`src/rtl/pipe_ctrl_pkg.sv`:
```
// pipe_ctrl_pkg
//   Shared definitions for the pipeline control unit: FSM state codes,
//   stall-vector encodings, exception codes and the default handler vector.
//   Stall bit order: bit0 PC, bit1 IF, bit2 ID, bit3 EX, bit4 MEM, bit5 WB.
package pipe_ctrl_pkg;

  typedef enum logic [1:0] {
    ST_RUN      = 2'd0,
    ST_DIV_WAIT = 2'd1,
    ST_EXC_HOLD = 2'd2,
    ST_FLUSH    = 2'd3
  } state_t;

  localparam logic [5:0] STALL_NONE = 6'b000000;
  localparam logic [5:0] STALL_ID   = 6'b000111;
  localparam logic [5:0] STALL_EX   = 6'b001111;
  localparam logic [5:0] STALL_MEM  = 6'b011111;
  localparam logic [5:0] STALL_ALL  = 6'b111111;

  localparam logic [31:0] EXC_INT          = 32'h00000001;
  localparam logic [31:0] EXC_SYSCALL      = 32'h00000008;
  localparam logic [31:0] EXC_INST_INVALID = 32'h0000000a;
  localparam logic [31:0] EXC_OVERFLOW     = 32'h0000000c;
  localparam logic [31:0] EXC_TRAP         = 32'h0000000d;
  localparam logic [31:0] EXC_ERET         = 32'h0000000e;

  localparam logic [31:0] HANDLER_ADDR_DEF = 32'h00000020;

  // Stall vector for ordinary hazard requests, highest priority first.
  // The divide request is deliberately not part of this encoding.
  function automatic logic [5:0] run_stall(input logic mem, input logic ex,
                                           input logic id);
    if (mem)     return STALL_MEM;
    else if (ex) return STALL_EX;
    else if (id) return STALL_ID;
    else         return STALL_NONE;
  endfunction

endpackage

```
`src/rtl/pipe_ctrl_sat_counter.sv`:
```
// sat_counter
//   Up-counter with enable that sticks at all-ones instead of wrapping.
//   Ports:
//     clk   - clock
//     rst   - synchronous active-high reset, clears the count
//     en    - count this cycle
//     count - current value
module sat_counter #(
  parameter int W = 32
) (
  input  logic         clk,
  input  logic         rst,
  input  logic         en,
  output logic [W-1:0] count
);

  always_ff @(posedge clk) begin
    if (rst)
      count <= '0;
    else if (en && (count != {W{1'b1}}))
      count <= count + {{(W-1){1'b0}}, 1'b1};
  end

endmodule

```
`src/rtl/pipe_ctrl.sv`:
```
// pipe_ctrl
//   Pipeline control for the five-stage core: merges stall requests,
//   sequences multi-cycle divides and performs exception/ERET redirects.
//
//   state     | meaning
//   ----------+-----------------------------------------------------------
//   RUN       | normal flow, stall from hazard requests
//   DIV_WAIT  | divider busy, front end held until ready or timeout
//   EXC_HOLD  | one cycle with the whole pipe frozen after an exception
//   FLUSH     | one cycle of flush with new_pc driven
//
//   Ports:
//     clk, rst                  - clock, synchronous active-high reset
//     stallreq_id/ex/mem        - hazard stall requests
//     div_req_i, div_ready_i    - divide in EX, divider result valid
//     exc_valid_i, excepttype_i - MEM-stage exception/ERET and its code
//     cp0_epc_i                 - ERET return address
//     stall[5:0]                - per-stage hold (bit0 PC ... bit5 WB)
//     flush, new_pc             - registered redirect
//     div_start_o, div_cancel_o - divider control pulses
//     div_timeout_o             - sticky divide timeout flag
//     stall_cnt                 - saturating count of PC-stall cycles
module pipe_ctrl
  import pipe_ctrl_pkg::*;
#(
  parameter logic [31:0] HANDLER_ADDR = HANDLER_ADDR_DEF,
  parameter logic [31:0] ERET_CODE    = EXC_ERET,
  parameter int          DIV_MAX      = 40
) (
  input  logic        clk,
  input  logic        rst,
  input  logic        stallreq_id,
  input  logic        stallreq_ex,
  input  logic        stallreq_mem,
  input  logic        div_req_i,
  input  logic        div_ready_i,
  input  logic        exc_valid_i,
  input  logic [31:0] excepttype_i,
  input  logic [31:0] cp0_epc_i,
  output logic [5:0]  stall,
  output logic        flush,
  output logic [31:0] new_pc,
  output logic        div_start_o,
  output logic        div_cancel_o,
  output logic        div_timeout_o,
  output logic [31:0] stall_cnt
);

  // The counter is cleared at the start edge and advances in each
  // DIV_WAIT cycle, so in the N-th cycle after the start cycle it holds
  // N-1. Timing out when it holds DIV_MAX-2 makes the timeout cycle the
  // DIV_MAX-th cycle counted from the start cycle.
  localparam logic [5:0] DIV_LAST = 6'(DIV_MAX - 2);

  state_t      state_q, state_d;
  logic [5:0]  wait_cnt;
  logic        exc_take;
  logic        timeout_set;
  logic        timeout_q;
  logic [31:0] exc_target;

  assign exc_target = (excepttype_i == ERET_CODE) ? cp0_epc_i : HANDLER_ADDR;

  // Outputs are forced quiet while rst is high so a reset taken in
  // DIV_WAIT never emits a cancel pulse.
  always_comb begin
    state_d      = state_q;
    stall        = STALL_NONE;
    div_start_o  = 1'b0;
    div_cancel_o = 1'b0;
    exc_take     = 1'b0;
    timeout_set  = 1'b0;
    if (!rst) begin
      case (state_q)
        ST_RUN: begin
          if (exc_valid_i) begin
            stall    = STALL_ALL;
            exc_take = 1'b1;
            state_d  = ST_EXC_HOLD;
          end else if (stallreq_mem) begin
            stall = STALL_MEM;
          end else if (div_req_i) begin
            stall       = STALL_EX;
            div_start_o = 1'b1;
            state_d     = ST_DIV_WAIT;
          end else begin
            stall = run_stall(1'b0, stallreq_ex, stallreq_id);
          end
        end
        ST_DIV_WAIT: begin
          if (exc_valid_i) begin
            // Exception beats a coincident div_ready_i; result dropped.
            stall        = STALL_ALL;
            div_cancel_o = 1'b1;
            exc_take     = 1'b1;
            state_d      = ST_EXC_HOLD;
          end else if (div_ready_i) begin
            // Release EX this cycle so it captures the quotient.
            stall   = run_stall(stallreq_mem, stallreq_ex, stallreq_id);
            state_d = ST_RUN;
          end else if (wait_cnt == DIV_LAST) begin
            stall        = run_stall(stallreq_mem, stallreq_ex, stallreq_id);
            div_cancel_o = 1'b1;
            timeout_set  = 1'b1;
            state_d      = ST_RUN;
          end else begin
            stall = stallreq_mem ? STALL_MEM : STALL_EX;
          end
        end
        ST_EXC_HOLD: begin
          stall   = STALL_ALL;
          state_d = ST_FLUSH;
        end
        ST_FLUSH: begin
          stall   = STALL_NONE;
          state_d = ST_RUN;
        end
        default: begin
          state_d = ST_RUN;
        end
      endcase
    end
  end

  always_ff @(posedge clk) begin
    if (rst) begin
      state_q   <= ST_RUN;
      wait_cnt  <= 6'd0;
      flush     <= 1'b0;
      new_pc    <= 32'd0;
      timeout_q <= 1'b0;
    end else begin
      state_q <= state_d;
      if (div_start_o)
        wait_cnt <= 6'd0;
      else if (state_q == ST_DIV_WAIT)
        wait_cnt <= wait_cnt + 6'd1;
      flush <= (state_d == ST_FLUSH);
      if (exc_take)
        new_pc <= exc_target;
      if (timeout_set)
        timeout_q <= 1'b1;
    end
  end

  // Flag shows in the timeout cycle itself and then stays set.
  assign div_timeout_o = timeout_q | timeout_set;

  sat_counter #(.W(32)) u_stall_cnt (
    .clk   (clk),
    .rst   (rst),
    .en    (stall[0]),
    .count (stall_cnt)
  );

endmodule

```
`config.mk`:
```
export PLATFORM = sky130hd
export DESIGN_NAME = pipe_ctrl
export DESIGN_NICKNAME = d
export VERILOG_FILES = /design/src/rtl/pipe_ctrl_pkg.sv /design/src/rtl/pipe_ctrl_sat_counter.sv /design/src/rtl/pipe_ctrl.sv
export SDC_FILE = /design/constraint.sdc
export NUM_CORES = 1
export LEC_CHECK = 0
export CORE_ASPECT_RATIO = 1.2
export CORE_MARGIN = 2
export CORE_UTILIZATION = 43
export CTS_BUF_LIST = sky130_fd_sc_hd__clkbuf_8
export CTS_CLUSTER_DIAMETER = 40
export DETAILED_ROUTE_END_ITERATION = 10
export PLACE_DENSITY = 0.82
export SYNTH_ARGS = -nofsm -noshare
export SYNTH_HDL_FRONTEND = slang
export SYNTH_SLANG_ARGS = --single-unit
```
`constraint.sdc`:
```
create_clock -name clk -period 2.7 [get_ports clk]
set_input_delay 0.54 -clock clk [delete_from_list [all_inputs] [get_ports clk]]
set_output_delay 0.54 -clock clk [all_outputs]
set_load 0.05 [all_outputs]
```
==> results by group, run 1 <==
Route
  – # DRC: 0
  – Vias/cell: 5.54
  – Drt first pass iters: 5
  – Routed length per placed instance: 15.4 µm
  – Post-Route WL: 9.07 mm
  – DRT antenna net count: 0
  – Drt initial violations: 114
  – Via count of the routed design: 3,267

Clock tree
  – Total setup buffers inserted after CTS: 0
  – CTS tree: done
  – Number of CTS-inserted buffers: 9
  – Clock tree buffer depth: 2
  – CTS root buf: clkbuf_8
  – Clk slew on worst S/H paths: 0.07 ns
  – Skew-Pair Late Insertion Delay: 0.34 ns
  – Clock Sink Count: 74
  – H-tree depth: 3

Synth
  – Top post-synthesis cells by area: dfxtp_1 45%, a22o_1 8.2%, nor2_1 4.4%
  – Async S/R FF share, synth: 0%
  – Yosys warns: 0
  – Yosys top cell area share: 44.6%
  – Synthesized flop and latch total: 74
  – Sequential element share of the synthesized area: 44.6%
  – EDFF count, synth: 0
  – Synth Net Count: 428
  – Yosys cell types: 48
  – Syn Area/Cell: 9.41 µm²
  – Most common flop cell mapped by yosys: dfxtp_1
  – Area leader, netlist: dfxtp_1
  – Mapped cell area: 0.00332 mm²
  – Post-Synthesis Cells: 353

Critical path
  – Max Fanout on Critical Path: 6
  – Worst Setup End Kind: primary output
  – Levels on crit path: 6
  – CP cell instances: clkdlybuf4s50_1, buf_4, nor3_1, nand3b_1, nor2_1, buf_12
  – Req. time, crit path: 2.16 ns
  – Cell depth of the worst flop-to-flop path: 9
  – CP delay by family, top: buffers and inverters
  – CP Launch Type: input pin
  – Slowest-stage cell, CP: clkdlybuf4s50_1
  – Critical path class: in -> out
  – Worst path bufs/invs: 3
  – Critical path data arrival time: 1.97 ns
  – Slowest Stage Delay on Critical Path: 0.43 ns

Global route
  – Number of global-route vias before repair: 3,203
  – Pin count of the biggest net entering global routing: 34
  – First-pass GRT wire length: 14.8 mm
  – Grt ovf: 0
  – Total GRT Usage: 21.7%
  – Initial antenna violation count: 0

Placed design
  – Port bufs: 145
  – DP Wirelength: 6.90 mm
  – RD Place Congestion: 0.852
  – Placed cells: 574

Finish
  – Most frequent cells in the layout: 136 x clkdlybuf4s50_1, 74 x dfxtp_1, 38 x nor2_1
  – Fill cells: 601
  – Final Non-Filler Cells: 590
  – Area grow syn2layout: 54.0%
  – Nets: 568
  – Most common cell after layout, fill and taps aside: clkdlybuf4s50_1
  – Layout cells sized above 1: 11.0%
  – Number of diodes: 0

Timing
  – Final setup viols: 0
  – Pin slew with the least headroom to its limit: 1.19 ns
  – RSZ-0062 raised after global routing: false
  – Final Max Slew Viols: 0
  – Final hold vios: 0
  – Tcrit/Tclk final: 92.9%
  – Tmin final: 2.51 ns
  – Max Clock Skew: 0.0104 ns
  – Total negative slack: 0 ns
  – Max Clk Rate: 399 MHz
  – Hold_ws: 0.480 ns
  – Slew HR: 20.9%

Floorplanning
  – Starting Density: 43.8%
  – I/O pins: 146
  – Die ar.: 0.00845 mm²
  – Die width: 84.2 µm
  – Site Rows: 35
  – Placeable Area: 0.00758 mm²
  – Die Ht: 100 µm

Job
  – Max-Cap Viols: 0

Min path
  – Hold path cells: 1
  – Min-delay worst type: reg -> reg

Power
  – Leakage Power: 1.91 nW
  – Cell Pwr Density: 463 mW/mm²
  – Pwr Total: 2.37 mW
  – VDD IR max: 0.000322 V

Status
  – Run status: finished, final reports clean
registers in the layout (all words and copies together) (netlist names):
signal and cells:
flush 1, new_pc 32, state_q 2, timeout_q 1, u_stall_cnt.count 32, wait_cnt 6
stage by stage:
step / setup slack (ns) / cell area (µm²) / util [%]
after global routing: 0.0444 / 5120 / 67.5
after detailed placement: 0.170 / 4890 / 64.5
after CTS: 0.0454 / 5120 / 67.5
final: 0.191 / 5120 / 67.5
after floorplan: 0.327 / 3320 / -
after global placement: 0.176 / 4890 / 64.5
layout make-up:
| cell class | count | area [µm²] | area share (%) |
|---|---|---|---|
| Inverter | 8 | 30.0 | 0.587 |
| Sequential cell | 74 | 1480 | 28.9 |
| Tap cell | 92 | 115 | 2.25 |
| Clock buffer | 10 | 138 | 2.69 |
| Multi-Input combinational cell | 249 | 1690 | 33.0 |
| Clock inverter | 6 | 90.1 | 1.76 |
| Timing Repair Buffer | 151 | 1570 | 30.8 |
Yosys cell counts, drive strengths merged, types with 2 or more instances:
master and number:
inv 8, nor2 41, dfxtp 74, a21oi 14, a41o 2, nor4 7, a22o 31, a2111oi 2
and3 11, nand4 16, nand4b 2, nor2b 5, and4 7, nand3 14, clkbuf 10, a211oi 3
ha 3, and2 5, xnor2 4, a31oi 2, or3 11, nor3 4, nand2 23, buf 12
o21ai 13, mux2 3, mux2i 6, xor2 12, a311oi 3
path summary, 6_finish.rpt:
kind	from	slack (ns)	endpoint
setup / recovery	exc_valid_i	0.19	div_start_o
hold / removal	new_pc[2]	0.48	new_pc[2]
setup reg to reg	wait_cnt[0]	0.44	u_stall_cnt.count[28]
hold reg to reg	new_pc[2]	0.48	new_pc[2]
cells by family after synthesis:
| family | after synthesis | share of synthesized area, % |
|---|---|---|
| AOI/OAI and AO/OA | 72 | 16.2 |
| xor gates and xnor gates | 16 | 4.22 |
| adders and majority gates | 3 | 1.13 |
| buffers and inverters | 30 | 4.67 |
| DFF | 74 | 44.6 |
| muxes | 9 | 2.82 |
| and+or+nand+nor | 149 | 26.4 |
layer usage:
metal,track usage [%],wire length (µm),up-vias
met3,6.33,739,18
met4,8.44,169,0
met1,24.1,3540,1530
met5,0,0,-
li1,-,-,1568
met2,38.9,4630,151
repair_timing:
| item | 4_1_cts | 5_1_grt |
|---|---|---|
| resized for setup | 0 | 1 |
| endpoints found under the hold margin | 0 | 0 |
| endpoints found under the setup margin | 0 | 3 |
| hold buffers | 0 | 0 |
power by group:
group,internal [mW],switching (mW)
clock network,0.549,0.417
registers,1.10,0.0153
logic,0.155,0.133
worst reg2reg max path: stages (launching register included):
cell	delay, ns
dfxtp_1	0.40
inv_1	0.06
ha_1	0.20
and3_1	0.18
and3_4	0.18
o21ai_2	0.13
buf_4	0.21
nand4_1	0.29
or3_1	0.40
a21oi_1	0.14
(Power assumes the default switching activity.)
==> run 2, diff against run 1 <==
Settings changed: CTS_CLUSTER_DIAMETER 40 to 150.
==> results of run 2 <==
No change in the layout: final DEF, timing and power equal those of run 1.
